===== src/rtl/fetch_pkg.sv =====
// fetch_pkg: shared constants, state encoding and sizing helper for the
// fetch stage (fetch_queue and its fetch_fifo).
package fetch_pkg;

    // Canonical NOP (addi x0, x0, 0) presented to decode when the queue is empty.
    localparam logic [31:0] NOP_INSTR = 32'h00000013;

    // Fetch control state. FAULT is only reachable when FETCH_MISALIGN_EN is defined.
    typedef enum logic {
        RUN   = 1'b0,
        FAULT = 1'b1
    } fetch_state_e;

    // Width of a counter that must hold every value 0..depth inclusive.
    function automatic int cnt_width(input int depth);
        return $clog2(depth) + 1;
    endfunction

endpackage


===== src/rtl/fetch_fifo.sv =====
// fetch_fifo: synchronous register FIFO with push, pop and flush.
// The head entry is read straight out of the storage registers.
// Flush has priority over push/pop; a push into a full FIFO is accepted only
// when a pop frees a slot in the same cycle.
module fetch_fifo
    import fetch_pkg::*;
#(
    parameter int WIDTH = 64,
    parameter int DEPTH = 4,
    localparam int AW   = $clog2(DEPTH),
    localparam int CW   = cnt_width(DEPTH)
) (
    input  logic             clk,
    input  logic             rst_n,
    input  logic             push_i,
    input  logic [WIDTH-1:0] push_data_i,
    input  logic             pop_i,
    input  logic             flush_i,
    output logic [WIDTH-1:0] head_o,
    output logic [CW-1:0]    occ_o,
    output logic             empty_o
);

    logic [WIDTH-1:0] mem_q [DEPTH];
    logic [AW-1:0]    wr_ptr_q, wr_ptr_d;
    logic [AW-1:0]    rd_ptr_q, rd_ptr_d;
    logic [CW-1:0]    occ_q, occ_d;
    logic             push_ok;
    logic             pop_ok;

    assign pop_ok  = pop_i && (occ_q != '0) && !flush_i;
    assign push_ok = push_i && !flush_i && ((occ_q != CW'(DEPTH)) || pop_ok);

    // Next pointer / occupancy values; DEPTH is a power of two so pointers wrap naturally.
    always_comb begin
        wr_ptr_d = wr_ptr_q;
        rd_ptr_d = rd_ptr_q;
        occ_d    = occ_q;
        if (flush_i) begin
            wr_ptr_d = '0;
            rd_ptr_d = '0;
            occ_d    = '0;
        end else begin
            if (push_ok) wr_ptr_d = wr_ptr_q + AW'(1);
            if (pop_ok)  rd_ptr_d = rd_ptr_q + AW'(1);
            occ_d = occ_q + CW'(push_ok) - CW'(pop_ok);
        end
    end

    // Pointer and occupancy registers.
    always_ff @(posedge clk or negedge rst_n) begin
        if (!rst_n) begin
            wr_ptr_q <= '0;
            rd_ptr_q <= '0;
            occ_q    <= '0;
        end else begin
            wr_ptr_q <= wr_ptr_d;
            rd_ptr_q <= rd_ptr_d;
            occ_q    <= occ_d;
        end
    end

    // Storage write; contents are meaningless until occupancy says otherwise.
    always_ff @(posedge clk) begin
        if (push_ok) mem_q[wr_ptr_q] <= push_data_i;
    end

    assign head_o  = mem_q[rd_ptr_q];
    assign occ_o   = occ_q;
    assign empty_o = (occ_q == '0);

endmodule


===== src/rtl/fetch_queue.sv =====
// fetch_queue: decoupled instruction fetch stage.
// Issues sequential fetch requests under a credit rule (queue entries plus
// in-flight requests never exceed DEPTH), enqueues in-order memory responses
// tagged with their PC, and squashes in-flight responses after a redirect.
// Optional feature macro: FETCH_MISALIGN_EN -- a misaligned redirect target
// parks the stage in FAULT until an aligned redirect arrives. Without it the
// low two bits of the redirect target are forced to zero.
//
// Handshakes: the request port transfers when imem_req_valid_o && imem_req_ready_i
// in the same cycle; valid never depends on ready or redirect. The response port
// has no ready: every imem_rsp_valid_i cycle is consumed in request order. The
// decode port transfers when dec_valid_o && dec_ready_i.
module fetch_queue
    import fetch_pkg::*;
#(
    parameter int               XLEN     = 32,
    parameter int               DEPTH    = 4,
    parameter logic [XLEN-1:0]  RESET_PC = '0
) (
    input  logic            clk,
    input  logic            rst_n,
    input  logic            redirect_i,
    input  logic [XLEN-1:0] redirect_pc_i,
    output logic            imem_req_valid_o,
    input  logic            imem_req_ready_i,
    output logic [XLEN-1:0] imem_req_addr_o,
    input  logic            imem_rsp_valid_i,
    input  logic [XLEN-1:0] imem_rsp_data_i,
    output logic            dec_valid_o,
    input  logic            dec_ready_i,
    output logic [XLEN-1:0] dec_instr_o,
    output logic [XLEN-1:0] dec_pc_o,
    output logic [XLEN-1:0] dec_pc4_o,
    output logic            fault_o
);

    localparam int CW = cnt_width(DEPTH);

    fetch_state_e    state_q, state_d;
    logic [XLEN-1:0] req_pc_q, req_pc_d;
    logic [XLEN-1:0] rsp_pc_q, rsp_pc_d;
    logic [CW-1:0]   outst_q, outst_d;
    logic [CW-1:0]   drop_q, drop_d;

    logic [CW-1:0]   occ;
    logic            fifo_empty;
    logic [2*XLEN-1:0] fifo_head;
    logic [XLEN-1:0] head_pc;
    logic [XLEN-1:0] head_instr;

    logic [XLEN-1:0] redir_pc;
    logic [CW:0]     inflight;
    logic            req_fire;
    logic            rsp_discard;
    logic            enq;
    logic            deq;

`ifdef FETCH_MISALIGN_EN
    logic            redir_misaligned;
    assign redir_pc         = redirect_pc_i;
    assign redir_misaligned = (redirect_pc_i[1:0] != 2'b00);
`else
    assign redir_pc         = redirect_pc_i & ~XLEN'(3);
`endif

    // Credit check counts squashed requests too: their responses still arrive.
    assign inflight         = {1'b0, occ} + {1'b0, outst_q};
    assign imem_req_valid_o = (inflight < (CW+1)'(DEPTH)) && (state_q == RUN);
    assign imem_req_addr_o  = req_pc_q;

    assign req_fire    = imem_req_valid_o && imem_req_ready_i;
    assign rsp_discard = (drop_q != '0) || redirect_i;
    assign enq         = imem_rsp_valid_i && !rsp_discard;
    assign deq         = dec_valid_o && dec_ready_i;

    fetch_fifo #(
        .WIDTH (2*XLEN),
        .DEPTH (DEPTH)
    ) u_fifo (
        .clk         (clk),
        .rst_n       (rst_n),
        .push_i      (enq),
        .push_data_i ({rsp_pc_q, imem_rsp_data_i}),
        .pop_i       (deq),
        .flush_i     (redirect_i),
        .head_o      (fifo_head),
        .occ_o       (occ),
        .empty_o     (fifo_empty)
    );

    assign head_pc    = fifo_head[2*XLEN-1:XLEN];
    assign head_instr = fifo_head[XLEN-1:0];

    // Empty queue (or FAULT) presents a NOP with zero PCs.
    assign dec_valid_o = !fifo_empty && (state_q == RUN);
    assign dec_instr_o = dec_valid_o ? head_instr : XLEN'(NOP_INSTR);
    assign dec_pc_o    = dec_valid_o ? head_pc : '0;
    assign dec_pc4_o   = dec_valid_o ? (head_pc + XLEN'(4)) : '0;

    // PC and in-flight bookkeeping; a redirect squashes everything still in flight,
    // including a request accepted in the same cycle.
    always_comb begin
        req_pc_d = req_pc_q;
        rsp_pc_d = rsp_pc_q;
        drop_d   = drop_q;
        outst_d  = outst_q + CW'(req_fire) - CW'(imem_rsp_valid_i);
        if (redirect_i) begin
            req_pc_d = redir_pc;
            rsp_pc_d = redir_pc;
            drop_d   = outst_d;
        end else begin
            if (req_fire) req_pc_d = req_pc_q + XLEN'(4);
            if (enq)      rsp_pc_d = rsp_pc_q + XLEN'(4);
            if (imem_rsp_valid_i && (drop_q != '0)) drop_d = drop_q - CW'(1);
        end
    end

    // PC and counter registers.
    always_ff @(posedge clk or negedge rst_n) begin
        if (!rst_n) begin
            req_pc_q <= RESET_PC;
            rsp_pc_q <= RESET_PC;
            outst_q  <= '0;
            drop_q   <= '0;
        end else begin
            req_pc_q <= req_pc_d;
            rsp_pc_q <= rsp_pc_d;
            outst_q  <= outst_d;
            drop_q   <= drop_d;
        end
    end

    // Next-state: every redirect re-evaluates alignment of its target.
    always_comb begin
        state_d = state_q;
`ifdef FETCH_MISALIGN_EN
        if (redirect_i) begin
            state_d = redir_misaligned ? FAULT : RUN;
        end
`endif
    end

    // State register.
    always_ff @(posedge clk or negedge rst_n) begin
        if (!rst_n) state_q <= RUN;
        else        state_q <= state_d;
    end

`ifdef FETCH_MISALIGN_EN
    assign fault_o = (state_q == FAULT);
`else
    assign fault_o = 1'b0;
`endif

endmodule


===== config.mk =====
export PLATFORM = sky130hd
export DESIGN_NAME = fetch_queue
export DESIGN_NICKNAME = d
export VERILOG_FILES = /design/src/rtl/fetch_pkg.sv /design/src/rtl/fetch_fifo.sv /design/src/rtl/fetch_queue.sv
export SDC_FILE = /design/constraint.sdc
export NUM_CORES = 1
export LEC_CHECK = 0
export BUFFER_PORTS_ARGS = -buffer_cell sky130_fd_sc_hd__buf_2
export CORE_AREA = 2 2 158 160
export DETAILED_ROUTE_END_ITERATION = 10
export DIE_AREA = 0 0 160 162
export PLACE_DENSITY = 0.79
export REMOVE_ABC_BUFFERS = 1
export SLEW_MARGIN = 20
export SYNTH_ARGS = -nofsm -noshare
export SYNTH_HDL_FRONTEND = slang
export SYNTH_SLANG_ARGS = --single-unit

===== constraint.sdc =====
create_clock -name clk -period 8.2 [get_ports clk]
set_clock_uncertainty 0.15 [all_clocks]
set_input_delay 1.64 -clock clk [delete_from_list [all_inputs] [get_ports clk]]
set_output_delay 1.64 -clock clk [all_outputs]
set_load 0.02 [all_outputs]

==> Word level (Yosys, flattened, before mapping) <==
Memories as Yosys holds them, arrays and structs flattened.
Index checks and enable logic that the tools add are counted.
{ "word_totals": {"mem_count": 1, "out_inout_bits": 131, "input_bits": 70, "ramBits": 256, "elab_cells": 58, "register_bits": 77} }
{ "memory_table": {"columns": ["name", "words", "word_bits", "rd", "rd_clocked_by_memory_dff", "write_ports", "line", "source"], "rows": [
  ["u_fifo.mem_q", 4, 64, 1, 0, 1, "fetch_fifo.sv:24", "logic [WIDTH-1:0] mem_q [DEPTH];"]
]} }
{ "classes": {"order_cmp": 1, "n_mux": 16, "n_eq_ne": 1, "reduce_logical": 21, "n_addsub": 11} }
{ "ops": {"columns": ["operator", "n"], "rows": [
  ["$mux 32", 7],
  ["$add 32x3->32 const B", 3],
  ["$reduce_bool 2->1", 5],
  ["$mux 3", 3],
  ["$logic_and 1x1->1", 8],
  ["$mux 2", 4],
  ["$add 3x1->3", 2],
  ["$reduce_bool 3->1", 2],
  ["$sub 3x1->3", 2],
  ["$add 2x1->2 const B", 2],
  ["$add 3x3->4", 1],
  ["$lt 4x3->1 const B", 1],
  ["$logic_not 1->1", 3],
  ["$logic_not 3->1", 1],
  ["$ne 3x3->1 const B", 1],
  ["$sub 3x1->3 const B", 1],
  ["$logic_or 1x1->1", 2],
  ["$mux 1", 2]
]} }

==> Logic depth before layout (Yosys ltp) <==
Gate-level depths: netlist (run 1).
{ "logic_depth": {"word_depth": 10, "mapped_depth": 12, "ltp_nobuf": 11} }

==> By module <==
From an unflattened synthesis (run 1), not the netlist that was laid out.
{ "hier_totals": {"hier_cells": 1031, "area_unflattened_um2": 14965.6} }
{ "modules_own_cells": {"columns": ["module", "cells_per_inst", "n_inst", "area_per_inst_um2", "seq_area_each_um2"], "rows": [
  ["fetch_fifo", 380, 1, 9716.8, 7862.5],
  ["fetch_queue", 651, 1, 5248.8, 1651.6]
]} }

==> Least setup slack after synthesis (run 1) <==
Ideal clock, no wire load.
{ "synth_timing": {"kind": "input to register", "startpoint": "in imem_rsp_valid_i", "endpoint": "mem u_fifo.mem_q[0][0], enable pin", "setup_time_ns": 0.426, "path_slack_ns": 3.577, "path_buffers": 0, "t_arrival_ns": 4.047, "stages": 4, "t_required_ns": 7.624, "cell_sequence": "nand2_1 > or2_2 > nor3_1 > and2_1"} }
{ "synth_between": {"elab_chain_len": 5} }
{ "synth_lines": {"columns": ["element", "line", "source"], "rows": [
  ["from (decl)", "fetch_queue.sv:27", "input logic imem_rsp_valid_i,"],
  ["$logic_and 1x1->1", "fetch_queue.sv:73", "assign enq = imem_rsp_valid_i && !rsp_discard;"],
  ["$logic_and 1x1->1 (2 in series)", "fetch_fifo.sv:32", "assign push_ok = push_i && !flush_i && ((occ_q != CW'(DEPTH)) || pop_ok);"],
  ["$mux 1", "fetch_fifo.sv:65", "if (push_ok) mem_q[wr_ptr_q] <= push_data_i;"],
  ["$mux 1 (implied by the code)", "fetch_fifo.sv:65", null],
  ["to (decl)", "fetch_fifo.sv:24", null]
]} }
No other way between the ends.

==> Final worst setup path (run 1) <==
{ "layout_timing": {"startpoint": "reg u_fifo.rd_ptr_q[1]", "endpoint": "out dec_pc4_o[31]"} }
{ "layout_between": {"elab_chain_len": 3} }
{ "layout_lines": {"columns": ["element", "line", "source"], "rows": [
  ["from (decl)", "fetch_fifo.sv:26", "logic [AW-1:0] rd_ptr_q, rd_ptr_d;"],
  ["from (signal assigned)", "fetch_fifo.sv:58", "rd_ptr_q <= rd_ptr_d;"],
  ["$mem_v2 4x64", null, null],
  ["$add 32x3->32", "fetch_queue.sv:98", "assign dec_pc4_o = dec_valid_o ? (head_pc + XLEN'(4)) : '0;"],
  ["$mux 32", "fetch_queue.sv:98", null],
  ["to (decl)", "fetch_queue.sv:33", "output logic [XLEN-1:0] dec_pc4_o,"]
]} }
No other way between the ends.

==> results of run 1 <==
final timing paths:
path	to	depth (start not counted)	startpoint	slack, ps
max	dec_pc4_o[31]	8	u_fifo.rd_ptr_q[1]$_DFFE_PN0P_	2390
max in group asynchronous	u_fifo.rd_ptr_q[0]$_DFFE_PN0P_	2	rst_n	6040
max reg2reg	u_fifo.mem_q[1][19]$_DFFE_PP_	7	drop_q[0]$_DFFE_PN0P_	4520
min in group asynchronous	imem_req_addr_o[29]$_DFFE_PN0N_	2	rst_n	1150
min	outst_q[0]$_DFF_PN0_	1	outst_q[0]$_DFF_PN0_	400
min reg2reg	outst_q[0]$_DFF_PN0_	1	outst_q[0]$_DFF_PN0_	400
final cells by class:
type / count / area [um^2] / share of cell area
clock buffers: 33 / 783 / 0.0471
clock inverters: 24 / 364 / 0.0219
inverters: 22 / 82.6 / 0.00497
multi-input cells: 543 / 4670 / 0.281
flip-flops and latches: 321 / 9280 / 0.558
well taps: 324 / 405 / 0.0244
repair buffers: 203 / 1050 / 0.0629
through the flow:
step	setup slack, ps	area, um^2
floorplan	2030	14000
global placement	2910	15500
detailed placement	2910	15500
CTS	2320	16600
global route	2030	16600
finish	2390	16600
placed cells by master, fill, tap and decap left out, drive strengths merged, types with 23 or more instances in the layout:
master,instances
nor2,74
xor2,47
mux2,44
xnor2,36
buf,203
inv,23
a21oi,23
nand2,46
dfrtp,73
nand3,34
and2,65
edfxtp,248
clkbuf,33
mux4,62
nand4,23
logic make-up after synthesis:
logic type	after synthesis	synth area share
buf+inv	61	0.0224
fa+ha+maj	17	0.0160
simple gates	294	0.110
mux	107	0.136
compound gates	35	0.0128
xor+xnor	83	0.0511
flops	321	0.652
other cells	1	0.000264
registers in the layout, indices dropped and copies added (netlist names):
signal	flops
outst_q	3
u_fifo.wr_ptr_q	2
rsp_pc_q	30
u_fifo.occ_o	3
u_fifo.rd_ptr_q	2
imem_req_addr_o	30
drop_q	3
u_fifo.mem_q	248
synthesized netlist by cell type, types with 2 or more instances:
cell type / count
or3_1: 2
and3_1: 10
xnor2_1: 36
nor2_1: 72
edfxtp_1: 248
or4_1: 3
mux2_2: 41
a31oi_1: 2
ha_1: 15
nand3_1: 32
nand4b_1: 2
buf_12: 2
nand3_2: 2
nor3_1: 14
nand2_1: 45
and2_1: 64
mux4_1: 8
o21ai_0: 8
buf_1: 8
nand4_1: 22
a21oi_1: 23
mux2_1: 3
or2_2: 5
buf_4: 10
inv_1: 21
mux4_2: 54
buf_2: 4
xor2_1: 47
dfrtp_1: 73
and4_1: 3
clkbuf_1: 13
buf_6: 2
nor2b_1: 3
fa_1: 2
nor4_1: 5
power by group through the flow:
stage	combinational (mW)	sequential (mW)	clock (mW)
after floorplan	1.05	2.06	0
after global routing	1.68	2.06	1.66
after CTS	1.57	2.04	1.59
after global placement	1.54	2.06	0
final	1.55	2.03	1.57
after detailed placement	1.56	2.07	0
layer usage:
metal,GRT usage,wire [um],vias up
li1,-,-,3834
met1,0.304,12000,4126
met2,0.385,14300,324
met3,0.0317,1890,42
met4,0.0504,528,0
met5,0,0,-
worst reg2reg max path, delay by kind of cell (launching register included):
kind                       cells  cell delay (ps)
adders and majority gates      1              230
buffers and inverters          2              680
DFF                            1              360
and+or+nand+nor                4             1870
==> reports/metrics.csv, run 1 <==
metric,value,unit
critical_path_required,6410,ps
timing.fmax,0.172,GHz
cts_buffer_depth,3,
intPower,3.47,mW
rsz0062_at_grt,no,
synth_top_area_frac,0.523,
cts_resized,0,
crit_type,reg -> out,
fin_nets,1209,
final_cells,1470,
yosysTopAreaCell,edfxtp_1,
cp.arrival,4020,ps
grt_max_degree,74,
slowest_stage,dfrtp_2,
drc,0,
cts_root_buf,clkbuf_16,
drv_slew,0,
die_x,160,um
routabilityCongestion,0.917,
synth-seq-area-share,0.652,
relSlewSlack,0.277,
grt_pass1_wl,45.3,mm
irDropWorstVdd,177,uV
syn-cell-area,14200,um^2
finalSetupTns,0,ps
start_util,0.590,
fillers,1681,
pin_count,201,
synth_area_leaders,"edfxtp_1, dfrtp_1, mux4_2",
cts_buffers,31,
die_y,162,um
leakage,6.15,nW
ys_types,50,
worstMarginPinSlew,1080,ps
syn2layout_area_growth,16.9,%
grt_overflow,0,
crit_path_max_fanout,41,
dpl.cell_count,1413,
core-area,24100,um^2
io_buffer_count,191,
synthFlopType,edfxtp_1,
synth_warnings,0,
cp-end-kind,output port,
min_period,5810,ps
synth_edf_count,248,
cellPowerDensity,310,nW/um^2
clk_latency,540,ps
syn_avg_cell_area,15.5,um^2
drt_iter0_markers,613,
power.share.sequential,0.394,
slowest_delay,1080,ps
row_count,57,
syn_inst,919,
die_area,25900,um^2
hold-worst-slack,396,ps
drt-total-wl,28.7,mm
maxCapViolCount,0,
hold_viol,0,
power_frac_comb,0.301,
num_vias,8326,
clock-sinks,321,
insertedDiodeCount,0,
drtAntennaViolNets,0,
fin_util,0.690,
cts_tree,built,
path_delay_family,flip-flops,
clkTransAtPathRegs,60,ps
cp-start-kind,register,
post_cts_buffers,0,
drive_gt1_frac,0.325,
wl_per_cell,19.5,um
antenna_found_initial,0,
pwr-share-clk,0.304,
htreeDepth,1,
switchingPower,1.68,mW
swShare,0.326,
post-route-period-util,0.708,
async_reset_ff_frac,0.227,
postCtsHoldBufs,0,
crit_path_cell_trace,buf_4 -> mux4_1 -> nand2_1 -> nor3_1 -> nand4_1 -> nor2_1 -> mux2_2 -> buf_2,
final-setup-viol-count,0,
drtPass1Iterations,7,
status,finished clean,
p_total,5.15,mW
via_per_inst,5.66,
grt_usage,0.222,
dpl.hpwl,18.2,mm
hold_class,reg -> reg,
grt_pass1_vias,8427,
crit_buf_inv,2,
ys_seq_elements,321,
Note: power is estimated with default switching activity, not from simulation.
==> run 2: changes to the inputs <==
--- a/config.mk
+++ b/config.mk
@@ -6,10 +6,10 @@
 export NUM_CORES = 1
 export LEC_CHECK = 0
 export BUFFER_PORTS_ARGS = -buffer_cell sky130_fd_sc_hd__buf_2
-export CORE_AREA = 2 2 158 160
+export CORE_AREA = 2 2 169 171
 export DETAILED_ROUTE_END_ITERATION = 10
-export DIE_AREA = 0 0 160 162
-export PLACE_DENSITY = 0.79
+export DIE_AREA = 0 0 171 173
+export PLACE_DENSITY = 0.72
 export REMOVE_ABC_BUFFERS = 1
 export SLEW_MARGIN = 20
 export SYNTH_ARGS = -nofsm -noshare
==> constraint.sdc (replaced) <==
create_clock -name clk -period 5.25 [get_ports clk]
set_clock_uncertainty 0.15 [all_clocks]
set_input_delay 1.05 -clock clk [delete_from_list [all_inputs] [get_ports clk]]
set_output_delay 1.05 -clock clk [all_outputs]
set_load 0.02 [all_outputs]
==> run 2 against run 1 <==
Effect of this change:
- via count grew 1.5%
- sequential share of layout area shrank 0.31 points
- design area grew 0.56%
- sequential cell count is the same
- power grew 55%
- cell count grew 4.4%
- critical path type unchanged
- largest cell class unchanged
- core utilization shrank 8.5 points
- register-to-register slack lost 2700 ps
- sequential power grew 55%
- global-route usage shrank 1.6 points
==> reports/metrics.csv, run 2 (synthesized netlist as in run 1, its figures left out) <==
metric,value,unit
num_vias,8450,
setup_ws,515,ps
holdPathStages,1,
cts_buffers,34,
final-setup-viol-count,0,
drive_gt1_frac,0.326,
via_per_inst,5.50,
grt_max_degree,63,
rr_startpoint,drop_q[0]$_DFFE_PN0P_,
hold_class,reg -> reg,
min-delay-start,outst_q[0]$_DFF_PN0_,
cts_resized,0,
die_area,29600,um^2
postCtsHoldBufs,0,
status,finished clean,
mostFrequentLayoutCells,"edfxtp_1, buf_2, nor2_1",
dpl.hpwl,20.0,mm
min_to,outst_q[0]$_DFF_PN0_,
core-area,27600,um^2
finalSetupTns,0,ps
p_total,7.98,mW
min_period,4740,ps
post-route-period-util,0.902,
drv_slew,0,
cp.arrival,3540,ps
drt_iter0_markers,722,
cts_tree,built,
irDropWorstVdd,332,uV
clkTransAtPathRegs,60,ps
grt_overflow,0,
die_x,171,um
drtAntennaViolNets,0,
drc,0,
r2r_setup_slack,1820,ps
cts_buffer_depth,3,
maxCapViolCount,0,
hold_viol,0,
place_ws,966,ps
r2r_cells,7,
fillers,2148,
pin_count,201,
routabilityCongestion,0.920,
timing.fmax,0.211,GHz
syn2layout_area_growth,17.5,%
largest_register_ffs,248,
crit_type,reg -> out,
wl_per_cell,19.5,um
start_util,0.515,
clock-sinks,321,
fin_util,0.605,
cp-start-kind,register,
grt_pass1_vias,8745,
io_buffer_count,191,
drt-total-wl,30.0,mm
post_cts_buffers,0,
grt_pass1_wl,47.0,mm
htreeDepth,2,
grt_usage,0.206,
rsz0062_at_grt,no,
relSlewSlack,0.341,
r2r_end,u_fifo.mem_q[3][9]$_DFFE_PP_,
final_cells,1535,
dpl.cell_count,1473,
regMostFlops,u_fifo.mem_q,
row_count,61,
crit_path_max_fanout,35,
cellPowerDensity,477,nW/um^2
critical_path_required,4050,ps
clk_latency,510,ps
fin_nets,1218,
die_y,173,um
cts_root_buf,clkbuf_16,
cp-end-kind,output port,
drtPass1Iterations,7,
leakage,6.19,nW
antenna_found_initial,0,
worstMarginPinSlew,989,ps
layout_commonest_cell,edfxtp_1,
## run 2: cell types whose count changed in the layout (fill, tap and decap cells not counted), moves of 4 or more
cell / delta
clkbuf_16: +4
clkinvlp_4: -4
clkbuf_1: +7
clkinv_2: +4
bufinv_16: -6
## run 2: worst max-delay path by stage
stage	from	end	slack (ps)	cells after the start
finish	u_fifo.rd_ptr_q[0]$_DFFE_PN0P_	dec_pc4_o[31]	510	7
global route	u_fifo.rd_ptr_q[0]$_DFFE_PN0P_	dec_pc4_o[31]	240	7
CTS	u_fifo.rd_ptr_q[0]$_DFFE_PN0P_	dec_pc4_o[31]	410	7
detailed placement	u_fifo.rd_ptr_q[0]$_DFFE_PN0P_	dec_pc4_o[31]	970	7
global placement	u_fifo.rd_ptr_q[0]$_DFFE_PN0P_	dec_pc4_o[31]	1050	7
floorplan	u_fifo.rd_ptr_q[0]$_DFFE_PN0P_	dec_pc4_o[25]	-330	6
## run 2: final cells by class
cell class / count / area, um^2 / area share
Sequential cell: 321 / 9280 / 0.555
Multi-Input combinational cell: 543 / 4670 / 0.279
Timing Repair Buffer: 209 / 1130 / 0.0675
Clock buffer: 45 / 923 / 0.0552
Tap cell: 378 / 473 / 0.0283
Clock inverter: 16 / 165 / 0.00988
Inverter: 22 / 82.6 / 0.00494
Antenna cell: 1 / 2.50 / 0.000150
## run 2: worst max-delay path, stage by stage, from the launching register on
cell	delay (ps)
dfrtp_4	870
mux4_2	470
nand4_4	160
nor3_1	650
nand4_1	150
nor2_1	170
mux2_2	340
buf_2	160
## run 2: power breakdown
| part | internal [mW] | switching, mW |
|---|---|---|
| Sequential | 2.92 | 0.226 |
| Clock | 1.39 | 0.948 |
| Combinational | 0.989 | 1.50 |
| Total | 5.31 | 2.68 |
## run 2: routing by layer
metal | vias to the layer above | global-route usage | wire, um
met2 | 301 | 0.334 | 14400
li1 | 3842 | - | -
met4 | 0 | 0.0681 | 849
met1 | 4248 | 0.286 | 13000
met5 | - | 0 | 0
met3 | 59 | 0.0311 | 1760
## run 2: per-stage QoR
| stage | hold slack (ps) | area, um^2 |
|---|---|---|
| floorplan | 326 | 14000 |
| global placement | 367 | 15600 |
| detailed placement | 385 | 15600 |
| CTS | 409 | 16700 |
| global route | 434 | 16700 |
| finish | 405 | 16700 |
==> run 3: changes to the inputs <==
--- a/config.mk
+++ b/config.mk
@@ -6,10 +6,10 @@
 export NUM_CORES = 1
 export LEC_CHECK = 0
 export BUFFER_PORTS_ARGS = -buffer_cell sky130_fd_sc_hd__buf_2
-export CORE_AREA = 2 2 169 171
+export CORE_AREA = 2 2 172 174
 export DETAILED_ROUTE_END_ITERATION = 10
-export DIE_AREA = 0 0 171 173
-export PLACE_DENSITY = 0.72
+export DIE_AREA = 0 0 174 176
+export PLACE_DENSITY = 0.7
 export REMOVE_ABC_BUFFERS = 1
 export SLEW_MARGIN = 20
 export SYNTH_ARGS = -nofsm -noshare
==> run 3 against run 2 <==
Effect of this change:
- highest routed layer unchanged
- critical path type unchanged
- wire length fell by 0.87%
- critical endpoint is now dec_pc4_o[29]
- cell count barely moved
- first-iteration DRC count is 22% lower
- hold slack worse by 20 ps
- power grew 0.15%
==> reports/metrics.csv, run 3 (synthesized netlist as in run 1, its figures left out) <==
metric,value,unit
htreeDepth,2,
place_ws,1110,ps
num_vias,8260,
drv_slew,0,
crit_path_max_fanout,26,
crit_buf_inv,2,
path_delay_family,simple AND/OR/NAND/NOR gates,
wl_per_cell,19.4,um
critical_path_required,4050,ps
layout_commonest_cell,edfxtp_1,
clkTransAtPathRegs,60,ps
largest_register_ffs,248,
die_y,176,um
cts_buffers,34,
r2r_end,u_fifo.mem_q[2][9]$_DFFE_PP_,
wl_met3,1.64,mm
startpoint,u_fifo.rd_ptr_q[1]$_DFFE_PN0P_,
pin_count,201,
io_buffer_count,191,
via_per_inst,5.38,
hold_viol,0,
clk_latency,500,ps
slowest_stage,dfrtp_2,
drtPass1Iterations,5,
grt_pass1_vias,8358,
maxUsedRoutingLayer,met4,
leakage,6.14,nW
rsz0062_at_grt,no,
regMostFlops,u_fifo.mem_q,
critical_path_depth,8,
core-area,28500,um^2
cts_root_buf,clkbuf_16,
maxCapViolCount,0,
post_dp_cell_area,15600,um^2
insertedDiodeCount,0,
cellPowerDensity,480,nW/um^2
cp-end-kind,output port,
crit_type,reg -> out,
grt_overflow,0,
grt_max_degree,63,
worst_setup_path_endpoint,dec_pc4_o[29],
die_x,174,um
status,finished clean,
post-route-period-util,0.886,
postCtsHoldBufs,0,
r2r_cells,6,
cp-start-kind,register,
setup_ws,597,ps
syn2layout_area_growth,17.0,%
dpl.hpwl,19.3,mm
row_count,62,
drive_gt1_frac,0.317,
worstMarginPinSlew,964,ps
drt_iter0_markers,562,
start_util,0.498,
rr_startpoint,drop_q[0]$_DFFE_PN0P_,
clock-sinks,321,
met1_length,13.3,mm
cts_tree,built,
grt_pass1_wl,46.4,mm
mostFrequentLayoutCells,"edfxtp_1, buf_2, nor2_1",
wl_met2,14.0,mm
post_cts_buffers,0,
cts_resized,0,
final-setup-viol-count,0,
cts_buffer_depth,3,
crit_path_cell_trace,buf_4 -> mux4_1 -> nand2_1 -> nor4_4 -> nand3_2 -> nor2_1 -> mux2_1 -> buf_2,
irDropWorstVdd,237,uV
cp.arrival,3450,ps
timing.fmax,0.215,GHz
relSlewSlack,0.357,
r2r_setup_slack,1920,ps
drtAntennaViolNets,0,
antenna_found_initial,0,
min_period,4650,ps
drc,0,
design_area,16700,um^2
routabilityCongestion,0.908,
hold_class,reg -> reg,
fin_nets,1212,
die_area,30600,um^2
grt_usage,0.196,
drt-total-wl,29.7,mm
slowest_delay,810,ps
## run 3: how the worst min path moves through the flow
stage,end,from,depth (start not counted)
after floorplan,u_fifo.mem_q[0][58]$_DFFE_PP_,rsp_pc_q[26]$_DFFE_PN0N_,0
after global placement,u_fifo.mem_q[2][59]$_DFFE_PP_,rsp_pc_q[27]$_DFFE_PN0N_,0
after detailed placement,u_fifo.mem_q[3][59]$_DFFE_PP_,rsp_pc_q[27]$_DFFE_PN0N_,0
after CTS,u_fifo.mem_q[2][59]$_DFFE_PP_,rsp_pc_q[27]$_DFFE_PN0N_,0
after global routing,u_fifo.mem_q[0][59]$_DFFE_PP_,rsp_pc_q[27]$_DFFE_PN0N_,0
final,u_fifo.mem_q[2][59]$_DFFE_PP_,rsp_pc_q[27]$_DFFE_PN0N_,0
## run 3: area by class of cell
| class | count | area, um^2 |
|---|---|---|
| fillers | 2269 | 11900 |
| multi-input cells | 543 | 4670 |
| well taps | 384 | 480 |
| flip-flops and latches | 321 | 9280 |
| clock buffers | 48 | 925 |
| inverters | 22 | 82.6 |
| clock inverters | 13 | 168 |
| repair buffers | 203 | 1050 |
## run 3: metrics by stage
stage | util | std cells | total power [mW] | hold slack, ps | setup TNS, ps
after floorplan | - | 886 | 4.86 | 326 | -4170
after global placement | 0.545 | 1473 | 5.68 | 358 | 0
after detailed placement | 0.545 | 1473 | 5.72 | 378 | 0
after CTS | 0.583 | 1534 | 8.09 | 397 | 0
after global routing | 0.583 | 1534 | 8.38 | 410 | 0
final | 0.583 | 1534 | 8.00 | 385 | 0
## run 3: layer usage
| metal | vias to the layer above | track usage |
|---|---|---|
| li1 | 3833 | - |
| met1 | 4113 | 0.275 |
| met2 | 260 | 0.318 |
| met3 | 54 | 0.0306 |
| met4 | 0 | 0.0627 |
| met5 | - | 0 |
## run 3: report_power, final
| part | switching (mW) | internal, mW |
|---|---|---|
| clock network | 0.939 | 1.43 |
| logic | 1.50 | 0.989 |
| registers | 0.213 | 2.93 |
